$ cat src/rtl/pipe_stage_reg.sv
// Pipeline-stage register carrying a control field and data payload between
// two CPU stages over a valid/ready handshake. Control is forced to zero on
// a bubble, so an empty stage always presents as a NOP downstream. An
// optional skid entry registers the backpressure path, and a saturating
// counter records stall cycles.
module pipe_stage_reg #(
  parameter int unsigned CTRL_W = 8,
  parameter int unsigned DATA_W = 101,
  parameter int unsigned SKID   = 1,
  parameter int unsigned CNT_W  = 16
) (
  input  logic              cpu_clk_50M,
  input  logic              cpu_rst,
  input  logic              flush,
  input  logic              up_valid,
  output logic              up_ready,
  input  logic [CTRL_W-1:0] up_ctrl,
  input  logic [DATA_W-1:0] up_data,
  output logic              dn_valid,
  input  logic              dn_ready,
  output logic [CTRL_W-1:0] dn_ctrl,
  output logic [DATA_W-1:0] dn_data,
  output logic [CNT_W-1:0]  stall_cnt
);

  typedef enum logic [1:0] {
    ST_EMPTY    = 2'd0,
    ST_FULL     = 2'd1,
    ST_SKIDFULL = 2'd2
  } state_t;

  state_t            r_state;
  logic [CTRL_W-1:0] r_m_ctrl;
  logic [DATA_W-1:0] r_m_data;
  logic [CTRL_W-1:0] r_s_ctrl;
  logic [DATA_W-1:0] r_s_data;
  logic [CNT_W-1:0]  r_stall_cnt;

  logic w_dn_valid;
  logic w_up_ready;
  logic w_accept;
  logic w_pop;

  assign w_dn_valid = (r_state != ST_EMPTY);
  assign w_accept   = up_valid & w_up_ready;
  assign w_pop      = w_dn_valid & dn_ready;

  // Ready: with a skid entry it decodes only registered state (no path from
  // dn_ready); without one it passes dn_ready through when holding a beat.
  // Held low while reset is asserted in both configurations.
  always_comb begin
    w_up_ready = 1'b0;
    if (SKID != 0) begin
      w_up_ready = !cpu_rst && (r_state != ST_SKIDFULL);
    end else begin
      w_up_ready = !cpu_rst && ((r_state == ST_EMPTY) || dn_ready);
    end
  end

  // Occupancy FSM and storage; flush wins over any accept or pop.
  always_ff @(posedge cpu_clk_50M or posedge cpu_rst) begin
    if (cpu_rst) begin
      r_state  <= ST_EMPTY;
      r_m_ctrl <= '0;
      r_m_data <= '0;
      r_s_ctrl <= '0;
      r_s_data <= '0;
    end else if (flush) begin
      r_state <= ST_EMPTY;
    end else begin
      case (r_state)
        ST_EMPTY: begin
          if (w_accept) begin
            r_m_ctrl <= up_ctrl;
            r_m_data <= up_data;
            r_state  <= ST_FULL;
          end
        end
        ST_FULL: begin
          if (w_accept && w_pop) begin
            r_m_ctrl <= up_ctrl;
            r_m_data <= up_data;
          end else if (w_pop) begin
            r_state <= ST_EMPTY;
          end else if (w_accept && (SKID != 0)) begin
            // Main entry is still stalled downstream: park the new beat in S
            // so it leaves strictly after M.
            r_s_ctrl <= up_ctrl;
            r_s_data <= up_data;
            r_state  <= ST_SKIDFULL;
          end
        end
        ST_SKIDFULL: begin
          if (w_pop) begin
            r_m_ctrl <= r_s_ctrl;
            r_m_data <= r_s_data;
            r_state  <= ST_FULL;
          end
        end
        default: r_state <= ST_EMPTY;
      endcase
    end
  end

  // Saturating count of cycles where a valid beat is held back downstream.
  always_ff @(posedge cpu_clk_50M or posedge cpu_rst) begin
    if (cpu_rst) begin
      r_stall_cnt <= '0;
    end else if (w_dn_valid && !dn_ready && (r_stall_cnt != '1)) begin
      r_stall_cnt <= r_stall_cnt + 1'b1;
    end
  end

  assign up_ready  = w_up_ready;
  assign dn_valid  = w_dn_valid;
  assign dn_ctrl   = w_dn_valid ? r_m_ctrl : '0;
  assign dn_data   = r_m_data;
  assign stall_cnt = r_stall_cnt;

endmodule

$ cat config.mk
export PLATFORM = sky130hd
export DESIGN_NAME = pipe_stage_reg
export DESIGN_NICKNAME = d
export VERILOG_FILES = /design/src/rtl/pipe_stage_reg.sv
export SDC_FILE = /design/constraint.sdc
export NUM_CORES = 1
export LEC_CHECK = 0
export CAP_MARGIN = 20
export CORE_ASPECT_RATIO = 1.4
export CORE_MARGIN = 10
export CORE_UTILIZATION = 41
export DETAILED_ROUTE_END_ITERATION = 7
export PLACE_DENSITY_LB_ADDON = 0.12
export SLEW_MARGIN = 40
export SYNTH_ARGS = -nofsm -noshare
export SYNTH_HDL_FRONTEND = slang
export SYNTH_SLANG_ARGS = --single-unit
$ cat constraint.sdc
create_clock -name cpu_clk_50M -period 14.9 [get_ports cpu_clk_50M]
set_input_delay 2.98 -clock cpu_clk_50M [delete_from_list [all_inputs] [get_ports cpu_clk_50M]]
set_output_delay 2.98 -clock cpu_clk_50M [all_outputs]
set_load 0.1 [all_outputs]
; ---- Word level (Yosys, flattened, before mapping)
; Cells that the tools add are included.
[totals]
in_bits = 114
out_inout_bits = 127
ram_bits = 0
latch_bits = 0
mem_bits_ro = 0
regBits = 236
n_memories = 0
[classes]
reduce_logical = 12
eq_ne = 11
n_lt_le_gt_ge = 0
addsub = 1
div_mod_pow = 0
shifts = 0
n_mul = 0
bitwise = 5
mux = 16
[op_table]
columns = operator, count
row1 = $mux 101, 3
row2 = $pmux 101 s3, 1
row3 = $mux 8, 4
row4 = $pmux 8 s3, 1
row5 = $add 16x1->16 const B, 1
row6 = $ne 16x16->1 const B, 1
row7 = $mux 2, 6
row8 = $reduce_and 5->1, 2
row9 = $ne 3x3->1 const B, 3
row10 = $ne 2x2->1 const B, 4
row11 = $pmux 2 s3, 1
row12 = $logic_and 1x1->1, 4
row13 = $ne 4x4->1 const B, 1
row14 = $reduce_and 4->1, 1
row15 = $not 1->1, 3
row16 = $reduce_bool 3->1, 1
row17 = $and 1x1->1, 2
row18 = $eq 2x1->1 const B, 1
row19 = $eq 2x2->1 const B, 1
row20 = $logic_not 1->1, 2
row21 = $logic_not 2->1, 1
row22 = $reduce_bool 2->1, 1

; ---- Depth between registers and ports, before layout
; Gate-level depths: netlist (run 1).
[logic_depth]
word_depth = 8
mapped_depth = 9
ltp_nobuf = 5

; ---- Worst setup path before layout (run 1)
; No wires, ideal clock.
[synth_path]
path_type = input port to output port
from = in cpu_rst
to = out up_ready
setup_slack_ps = 7687
path_stages = 1
arrival_ps = 4233
t_required_ps = 11920
path_cell_list = nor2_1
[synth_between]
elab_chain_len = 2
[synth_rtl]
columns = element, line_no
row1 = from (decl), 13  ; input logic cpu_rst,
row2 = $logic_not 1->1 (no source line), --
row3 = $logic_and 1x1->1, 54  ; w_up_ready = !cpu_rst && (r_state != ST_SKIDFULL);
row4 = to (decl), 16  ; output logic up_ready,
; Every way passes these cells.

; ---- Worst setup path in the final report (run 1)
; Same ends and word-level chain as after synthesis.

==> results of run 1 <==
==> area by class of cell <==
cell class                 count  share of cell area
antenna                        2            0.000388
multi-input combinational    516               0.299
timing repair buffer         248               0.144
clock inverter                10              0.0136
tap                          310              0.0300
inverter                       4             0.00174
clock buffer                  33              0.0546
sequential                   236               0.457
==> placed cells by master (no fill, tap or decap), types with 2 or more instances in the layout <==
cell	count
a21oi_1	4
a31oi_1	3
and2_1	2
and3_1	3
and4_1	2
buf_2	127
buf_4	3
buf_6	4
bufinv_16	5
clkbuf_1	3
clkbuf_16	25
clkbuf_8	5
clkdlybuf4s50_1	113
clkinv_2	5
dfrtp_1	236
diode_2	2
inv_1	3
mux2_2	110
mux2i_1	110
nand2_1	115
nand3_1	3
nand4_1	8
nor2_1	5
nor2b_1	9
o21ai_0	90
o21ai_1	20
xnor2_1	10
==> tightest hold or removal path: cells and delay by family (launching register included) <==
kind / cells / cell delay [ns]
compound gates: 1 / 0.06
flops: 1 / 0.34
simple gates: 1 / 0.04
==> registers in the layout, indices dropped and copies added, names as in the netlist <==
register	flops
dn_data	101
r_s_data	101
stall_cnt	16
r_m_ctrl	8
r_s_ctrl	8
r_state	2
==> through the flow <==
| step | cells | worst slack, ns | utilization | hold slack [ns] |
|---|---|---|---|---|
| 2_1_floorplan | 808 | 5.45 | - | 0.442 |
| 3_3_place_gp | 1313 | 7.05 | 0.526 | 0.455 |
| 3_5_place_dp | 1314 | 7.78 | 0.501 | 0.464 |
| 4_1_cts | 1357 | 7.78 | 0.538 | 0.478 |
| 5_1_grt | 1358 | 7.73 | 0.539 | 0.500 |
| 6_report | 1359 | 7.78 | 0.539 | 0.471 |
==> kinds of logic (layout without fill, tap and decap cells) <==
kind of cell             after synthesis  after routing
AO/OA/AOI/OAI                        123            123
XOR/XNOR                              11             11
AND/OR/NAND/NOR                      161            161
multiplexers                         220            220
other                                  0              2
flip-flops                           236            236
buffers and inverters                 56            295
adder cells (fa/ha/maj)                1              1
==> worst max path at each step <==
stage	end	startpoint	depth (start not counted)
4_1_cts	up_ready	cpu_rst	3
3_5_place_dp	up_ready	cpu_rst	3
3_3_place_gp	up_ready	cpu_rst	3
5_1_grt	up_ready	cpu_rst	3
2_1_floorplan	dn_data[0]$_DFFE_PP0P_	cpu_rst	1
6_report	up_ready	cpu_rst	3
==> layer usage <==
layer  track usage  vias to the layer above
li1              -                     3266
met4        0.0345                        0
met3        0.0487                       20
met5             0                        -
met2         0.253                      179
met1         0.189                     3252
==> where the power goes <==
part / switching (W) / leakage [nW] / internal, W
registers: 0.0000696 / 3.03 / 0.000768
clock network: 0.000247 / 0.438 / 0.000417
logic: 0.000613 / 2.93 / 0.000153
==> results by group, run 1 <==
Routing
  • Router iterations before antenna repair: 5
  • Initial DRC Count: 214
  • Met1 WL: 10,500 µm
  • Via/cell ratio: 4.94
  • Via count: 6,717
  • Wire per inst: 17.9 µm
  • Routed met2 length: 11,700 µm
  • Uppermost layer routed: met4
  • DR WL met3: 1770 µm
  • Final wirelength: 24,400 µm
  • Drc violations: 0
  • Antenna Violating Nets Remaining: 0

Timing
  • Setup TNS: 0 ns
  • Tcrit/Tclk final: 0.478
  • FMAX: 140 MHz
  • Final max-slew violation count: 0
  • Tmin final: 7.12 ns
  • Worst Tran Pin Value: 0.777 ns
  • Clk_skew: 0.00703 ns
  • Final setup violation count: 0
  • Fin. Hold Viols: 0
  • RSZ-0062 raised after global routing: no
  • Relative slew slack: 0.482

Yosys
  • Simple-gate share of the synthesized area: 0.0728
  • Area leader, netlist: dfrtp_1
  • Register bit count reported by yosys: 236
  • Post-synthesis cell area: 0.0100 mm²
  • Post-synth cell types: 39
  • Xor/xnor share of the synthesized area: 0.00962
  • Ranking of synthesized cells by area: dfrtp_1, mux2_2, mux2i_1
  • Post-Synth Adder-Cell Area: 0.00125
  • Ys Warns: 0
  • Most frequent cells after synthesis: dfrtp_1, nand2_1, mux2_2, mux2i_1, o21ai_0
  • Yosys top cell area share: 0.590
  • Mux cell area share after synthesis: 0.234
  • Post-synth EDFFs: 0
  • Most common cell in the netlist: dfrtp_1
  • Post-synth ARST share: 1.00
  • Compound-Gate Fraction of Synth Area: 0.0640
  • Most used flip-flop cell after synthesis: dfrtp_1
  • Register area share after synthesis: 0.590
  • Main combinational cell family by area after synthesis: multiplexers
  • Synth Instances: 808
  • Syn Nets: 923
  • Synthesized area per cell: 12.4 µm²

Layout
  • # fillers: 2,153
  • Sequential Area: 0.00591 mm²
  • Fin area: 0.0129 mm²
  • Nets: 1,145
  • Multi-input gate area: 0.00386 mm²
  • Layout cell share with drive strength beyond 1: 0.282
  • Area delta synth->final: 29.0%

Clock tree
  • CTS Buf Count: 24
  • Post-CTS setup buffers: 0
  • Longest Clk Path Bufs: 3
  • Clk_lat worst skew: 0.50 ns
  • # hold bufs at CTS: 0
  • Number of H-tree levels: 1
  • Root Buffer: clkbuf_16
  • Resize count post-CTS: 0
  • CTS tree: done
  • Clock sink count: 236
  • Clock transition at path regs: 0.06 ns

Worst setup path
  • Reg-to-Reg Start: r_state[1]$_DFFE_PP0P_
  • CP arrival: 4.14 ns
  • CP top delay family: buffers and inverters
  • R2R setup slack: 12.29 ns
  • Element type at the critical path start: input port
  • R2r worst-path depth: 5
  • Path type of the worst setup path: input port to output port
  • CP max stage cell: clkdlybuf4s50_1
  • Bufs and invs on worst path: 2
  • CP Cell Sequence: clkdlybuf4s50_1, nor2_1, buf_2
  • Req. time, crit path: 11.92 ns
  • Reg2reg end: dn_data[43]$_DFFE_PP0P_
  • Slowest cell delay on critical path: 0.57 ns
  • Worst setup EP type: output port
  • Critical path fanouts, max: 5

GRT
  • Total GRT Usage: 0.152
  • Initial antenna violation count: 2
  • Grt ovf: 0
  • First-pass GRT wire length: 39,100 µm
  • Largest net degree at the start of global routing: 107
  • Number of global-route vias before repair: 6,976

Place
  • Number of I/O port buffers: 240
  • Placed cell area: 0.0120 mm²
  • GPL Wtd Cong: 0.741
  • Post-DP HPWL: 16,800 µm

Pwr
  • Pwr Total: 0.00227 W
  • Leakage: 6.39 nW
  • Max VDD drop: 0.130 mV
  • Power Density: 176 mW/mm²

Floorplanning
  • Initial Utilization: 0.418
  • Boundary Pins: 241
  • Die width: 152 µm
  • Core area: 0.0240 mm²
  • # rows: 67
  • Full die area: 0.0312 mm²
  • Chip height: 205 µm

Worst hold path
  • Hold-critical path endpoint: r_m_ctrl[2]$_DFFE_PP0P_
  • Min-delay src: r_m_ctrl[2]$_DFFE_PP0P_
  • Min-delay worst type: register to register
  • Hold path cells: 2

Run status
  • Status: finished clean

Run
  • Max-cap violations: 0
No activity file was read; power rests on OpenSTA's default activity.
==> inputs of run 2 (changes only) <==
==> constraint.sdc (replaced) <==
create_clock -name cpu_clk_50M -period 5.75 [get_ports cpu_clk_50M]
set_input_delay 1.15 -clock cpu_clk_50M [delete_from_list [all_inputs] [get_ports cpu_clk_50M]]
set_output_delay 1.15 -clock cpu_clk_50M [all_outputs]
set_load 0.1 [all_outputs]
==> run 2 against run 1 <==
Net effect: power rose to 2.5 times the previous value; die area unchanged; worst setup slack got worse by 5.4 ns; via count grew 2.0%; sequential share of layout area hardly changed; combinational power rose to 2.6 times the previous value; cell count up 0.44%; clock power increased by 140%; critical path type unchanged; critical endpoint unchanged; largest cell class unchanged.
==> results by group, run 2 (synthesis results as in run 1) <==
Run status
  • Status: finished clean

Timing
  • Fin. Hold Viols: 0
  • Clk_skew: 0.0127 ns
  • Final setup violation count: 0
  • RSZ-0062 raised after global routing: no
  • Setup TNS: 0 ns
  • Tmin final: 3.39 ns
  • Tcrit/Tclk final: 0.590
  • Worst Tran Pin Value: 0.830 ns
  • Final max-slew violation count: 0
  • FMAX: 295 MHz
  • Relative slew slack: 0.446

Worst setup path
  • CP arrival: 2.24 ns
  • Reg-to-Reg Start: r_state[1]$_DFFE_PP0P_
  • Req. time, crit path: 4.60 ns
  • R2R setup slack: 3.42 ns
  • Worst setup EP type: output port
  • R2r worst-path depth: 4
  • Critical path fanouts, max: 5
  • Path type of the worst setup path: input port to output port
  • CP Launch Point: cpu_rst
  • Element type at the critical path start: input port
  • Reg2reg end: r_s_data[87]$_DFFE_PP0P_
  • Crit path to: up_ready

Layout
  • Layout cell share with drive strength beyond 1: 0.286
  • Area delta synth->final: 29.1%
  • # fillers: 2,222
  • Nets: 1,148
  • Non-filler cells in the finished layout: 1,365
  • Commonest non-fill, non-tap cells in the layout: dfrtp_1, buf_2, nand2_1, clkdlybuf4s50_1
  • Commonest non-fill, non-tap cell in the layout: dfrtp_1

Pwr
  • Seq pwr share: 0.376
  • Clock power share: 0.279
  • Max VDD drop: 0.311 mV
  • Sw Share: 0.422
  • P_int: 0.00333 W
  • Logic pwr share: 0.346
  • Leakage: 6.40 nW
  • Switching power: 0.00243 W
  • Pwr Total: 0.00577 W
  • Power Density: 446 mW/mm²

Clock tree
  • CTS tree: done
  • Post-CTS setup buffers: 0
  • Clock transition at path regs: 0.06 ns
  • Number of H-tree levels: 1
  • Resize count post-CTS: 0
  • CTS Buf Count: 25
  • Clock sink count: 236
  • # hold bufs at CTS: 0
  • Clk_lat worst skew: 0.52 ns
  • Root Buffer: clkbuf_16
  • Longest Clk Path Bufs: 3

Floorplanning
  • # rows: 67
  • Die width: 152 µm
  • Full die area: 0.0312 mm²
  • Initial Utilization: 0.418
  • Boundary Pins: 241
  • Chip height: 205 µm
  • Core area: 0.0240 mm²

Routing
  • Wire per inst: 18.2 µm
  • Via count: 6,852
  • Router iterations before antenna repair: 4
  • Via/cell ratio: 5.02
  • Antenna Violating Nets Remaining: 0
  • Final wirelength: 24,800 µm
  • Initial DRC Count: 333
  • Drc violations: 0

Run
  • Max-cap violations: 0

Place
  • Placed Instances: 1,315
  • Post-DP HPWL: 16,800 µm
  • GPL Wtd Cong: 0.784
  • Number of I/O port buffers: 240

GRT
  • Initial antenna violation count: 2
  • Total GRT Usage: 0.155
  • First-pass GRT wire length: 40,100 µm
  • Largest net degree at the start of global routing: 219
  • Number of global-route vias before repair: 7,077
  • Grt ovf: 0

Worst hold path
  • Min-delay worst type: register to register
-- run 2: power by group through the flow --
stage / Combinational [W] / Clock, W / Sequential, W
finish: 0.00199 / 0.00161 / 0.00217
global route: 0.00210 / 0.00171 / 0.00221
CTS: 0.00201 / 0.00166 / 0.00217
detailed placement: 0.00201 / 0 / 0.00220
global placement: 0.00215 / 0 / 0.00220
floorplan: 0.000407 / 0 / 0.00338
-- run 2: per-stage QoR --
stage | setup WS (ns) | hold WS (ns) | area [µm²] | utilization
6_report | 2.36 | 0.472 | 12900 | 0.539
5_1_grt | 2.30 | 0.496 | 12900 | 0.539
4_1_cts | 2.35 | 0.477 | 12900 | 0.538
3_5_place_dp | 2.11 | 0.464 | 12100 | 0.503
3_3_place_gp | 1.64 | 0.455 | 12600 | 0.527
2_1_floorplan | 1.51 | 0.442 | 10000 | -
-- run 2: how the worst min path moves through the flow --
stage | start | cells past startpoint | to
after CTS | r_m_ctrl[1]$_DFFE_PP0P_ | 2 | r_m_ctrl[1]$_DFFE_PP0P_
after floorplan | r_m_ctrl[0]$_DFFE_PP0P_ | 2 | r_m_ctrl[0]$_DFFE_PP0P_
after global placement | r_m_ctrl[2]$_DFFE_PP0P_ | 2 | r_m_ctrl[2]$_DFFE_PP0P_
after global routing | dn_data[69]$_DFFE_PP0P_ | 2 | dn_data[69]$_DFFE_PP0P_
after detailed placement | r_m_ctrl[2]$_DFFE_PP0P_ | 2 | r_m_ctrl[2]$_DFFE_PP0P_
final | r_m_ctrl[2]$_DFFE_PP0P_ | 2 | r_m_ctrl[2]$_DFFE_PP0P_
-- run 2: worst max-delay path: stages --
cell and delay [ns]:
clkdlybuf4s50_1 0.52, nor2_1 0.13, buf_2 0.43
-- run 2: cell type report --
type,instances,area [µm²],area share
well taps,310,388,0.0300
multi-input cells,516,3860,0.298
repair buffers,250,1920,0.149
inverters,4,18.8,0.00145
clock buffers,31,688,0.0532
flip-flops and latches,236,5910,0.457
clock inverters,15,135,0.0105
diodes,3,7.51,0.000581
-- run 2: layer usage --
| metal | up-vias | part of all wire | GRT usage |
|---|---|---|---|
| met3 | 32 | 0.075 | 0.0487 |
| li1 | 3286 | - | - |
| met5 | - | 0 | 0 |
| met2 | 176 | 0.49 | 0.255 |
| met1 | 3358 | 0.42 | 0.193 |
| met4 | 0 | 0.018 | 0.0417 |
==> inputs of run 3 (changes only) <==
==> constraint.sdc (replaced) <==
create_clock -name cpu_clk_50M -period 3.1 [get_ports cpu_clk_50M]
set_input_delay 0.62 -clock cpu_clk_50M [delete_from_list [all_inputs] [get_ports cpu_clk_50M]]
set_output_delay 0.62 -clock cpu_clk_50M [all_outputs]
set_load 0.1 [all_outputs]
==> run 3 against run 2 <==
Net effect: sequential power grew 86%; hold slack gained 0.0032 ns; sequential cell count is the same; register-to-register slack lost 2.3 ns; critical endpoint is now dn_ctrl[1].
==> results by group, run 3 (synthesis results as in run 1) <==
Timing
  • RSZ-0062 raised after global routing: no
  • Tmin final: 2.53 ns
  • Final max-slew violation count: 0
  • FMAX: 395 MHz
  • Final setup violation count: 0
  • Worst Tran Pin Value: 0.635 ns
  • Clk_skew: 0.00672 ns
  • Worst hold slack: 0.475 ns
  • Relative slew slack: 0.573
  • Fin. Hold Viols: 0
  • PnR worst setup slack: 0.567 ns
  • Tcrit/Tclk final: 0.817

Floorplanning
  • Full die area: 0.0312 mm²
  • Initial Utilization: 0.418
  • Core area: 0.0240 mm²
  • Chip height: 205 µm
  • Die width: 152 µm
  • # rows: 67
  • Boundary Pins: 241

Worst hold path
  • Hold-critical path endpoint: r_m_ctrl[3]$_DFFE_PP0P_
  • Hold path cells: 2
  • Min-delay src: r_m_ctrl[3]$_DFFE_PP0P_
  • Min-delay worst type: register to register

Layout
  • Commonest non-fill, non-tap cell in the layout: dfrtp_1
  • Commonest non-fill, non-tap cells in the layout: dfrtp_1, buf_4, nand2_1, clkdlybuf4s50_1
  • Area delta synth->final: 32.9%
  • Fin area: 0.0133 mm²
  • Layout cell share with drive strength beyond 1: 0.287
  • Final Util: 0.555
  • Nets: 1,155
  • # fillers: 2,132

Place
  • Placement Setup Slack: 0.418 ns
  • Placed cell area: 0.0125 mm²
  • Post-DP HPWL: 17,400 µm
  • Number of I/O port buffers: 240
  • GPL Wtd Cong: 0.764

Worst setup path
  • R2r worst-path depth: 4
  • Req. time, crit path: 2.48 ns
  • Bufs and invs on worst path: 1
  • Critical path fanouts, max: 13
  • Worst setup EP type: output port
  • Element type at the critical path start: register
  • Path type of the worst setup path: register to output port
  • CP arrival: 1.91 ns
  • Slowest cell delay on critical path: 0.50 ns
  • CP Cell Sequence: nor2_2, nor2b_1, buf_4
  • Reg-to-Reg Start: r_state[1]$_DFFE_PP0P_
  • Reg2reg end: r_s_data[47]$_DFFE_PP0P_
  • R2R setup slack: 1.09 ns
  • CP max stage cell: nor2_2
  • CP top delay family: simple AND/OR/NAND/NOR gates

Routing
  • Router iterations before antenna repair: 4
  • Via/cell ratio: 4.93
  • Drc violations: 0
  • Via count: 6,747
  • Wire per inst: 18.2 µm
  • Final wirelength: 24,900 µm
  • Initial DRC Count: 240
  • Antenna Violating Nets Remaining: 0

Run status
  • Status: finished clean

GRT
  • First-pass GRT wire length: 39,700 µm
  • Grt met2 use: 0.253
  • Initial antenna violation count: 1
  • Met1 Use GR: 0.190
  • Number of global-route vias before repair: 6,962
  • Grt ovf: 0
  • Largest net degree at the start of global routing: 143
  • GRT busiest layer: met2
  • Total GRT Usage: 0.154
  • GR Layer Usage met3: 0.0539

Clock tree
  • Post-CTS setup buffers: 0
  • Resize count post-CTS: 0
  • Clk_lat worst skew: 0.51 ns
  • Longest Clk Path Bufs: 3
  • Clock transition at path regs: 0.06 ns
  • Root Buffer: clkbuf_16
  • CTS tree: done
  • CTS Buf Count: 24
  • # hold bufs at CTS: 0
  • Number of H-tree levels: 1
  • Clock sink count: 236

Pwr
  • Switching power: 0.00450 W
  • Clock power share: 0.266
  • Logic pwr share: 0.361
  • Seq pwr share: 0.373
  • Pwr Total: 0.0108 W
  • Sw Share: 0.416
  • Max VDD drop: 0.588 mV
  • Leakage: 6.49 nW
  • Power Density: 813 mW/mm²
  • P_int: 0.00632 W

Run
  • Max-cap violations: 0
run 3: cell types whose count changed in the layout (fill, tap and decap cells not counted), sizes merged:
cell    previous run  this run
buf              137       145
clkinv            10         9
diode              3         1
inv                5         3
run 3: area by class of cell:
type	count	area [µm²]	area share
sequential	236	5910	0.444
multi-input combinational	516	3850	0.290
timing repair buffer	258	2360	0.177
clock buffer	31	668	0.0502
tap	310	388	0.0292
clock inverter	12	113	0.00846
inverter	4	18.8	0.00141
antenna	1	2.50	0.000188
run 3: stage by stage:
stage / TNS [ns] / cells
final: 0 / 1368
after global routing: 0 / 1368
after CTS: 0 / 1367
after detailed placement: 0 / 1324
after global placement: 0 / 1322
after floorplan: -144.40 / 808
run 3: how the worst max path moves through the flow:
stage	from	end	slack, ns	cells after the start
CTS	r_state[1]$_DFFE_PP0P_	dn_ctrl[1]	0.51	3
floorplan	cpu_rst	dn_data[0]$_DFFE_PP0P_	-0.61	1
global route	r_state[1]$_DFFE_PP0P_	dn_ctrl[1]	0.43	3
finish	r_state[1]$_DFFE_PP0P_	dn_ctrl[1]	0.57	3
global placement	dn_ready	r_s_data[13]$_DFFE_PP0P_	0.44	5
detailed placement	dn_ready	r_s_data[8]$_DFFE_PP0P_	0.42	5
run 3: worst register-to-register path, cell delays in order, from the launching register on:
cell and delay, ns:
dfrtp_1 0.49, nor4b_1 0.54, nand2_4 0.26, buf_12 0.26, mux2_2 0.34
run 3: routing by layer:
layer / routed length (µm) / vias up / share of wire
met5: 0 / - / 0
met4: 405 / 0 / 0.016
met3: 1960 / 29 / 0.079
met2: 12000 / 175 / 0.48
met1: 10500 / 3256 / 0.42
li1: - / 3287 / -
run 3: power groups by stage:
stage | sequential (W) | clock (W) | combinational (W)
CTS | 0.00404 | 0.00296 | 0.00395
global placement | 0.00407 | 0 | 0.00391
detailed placement | 0.00409 | 0 | 0.00395
global route | 0.00411 | 0.00309 | 0.00409
floorplan | 0.00627 | 0 | 0.000755
finish | 0.00403 | 0.00288 | 0.00391
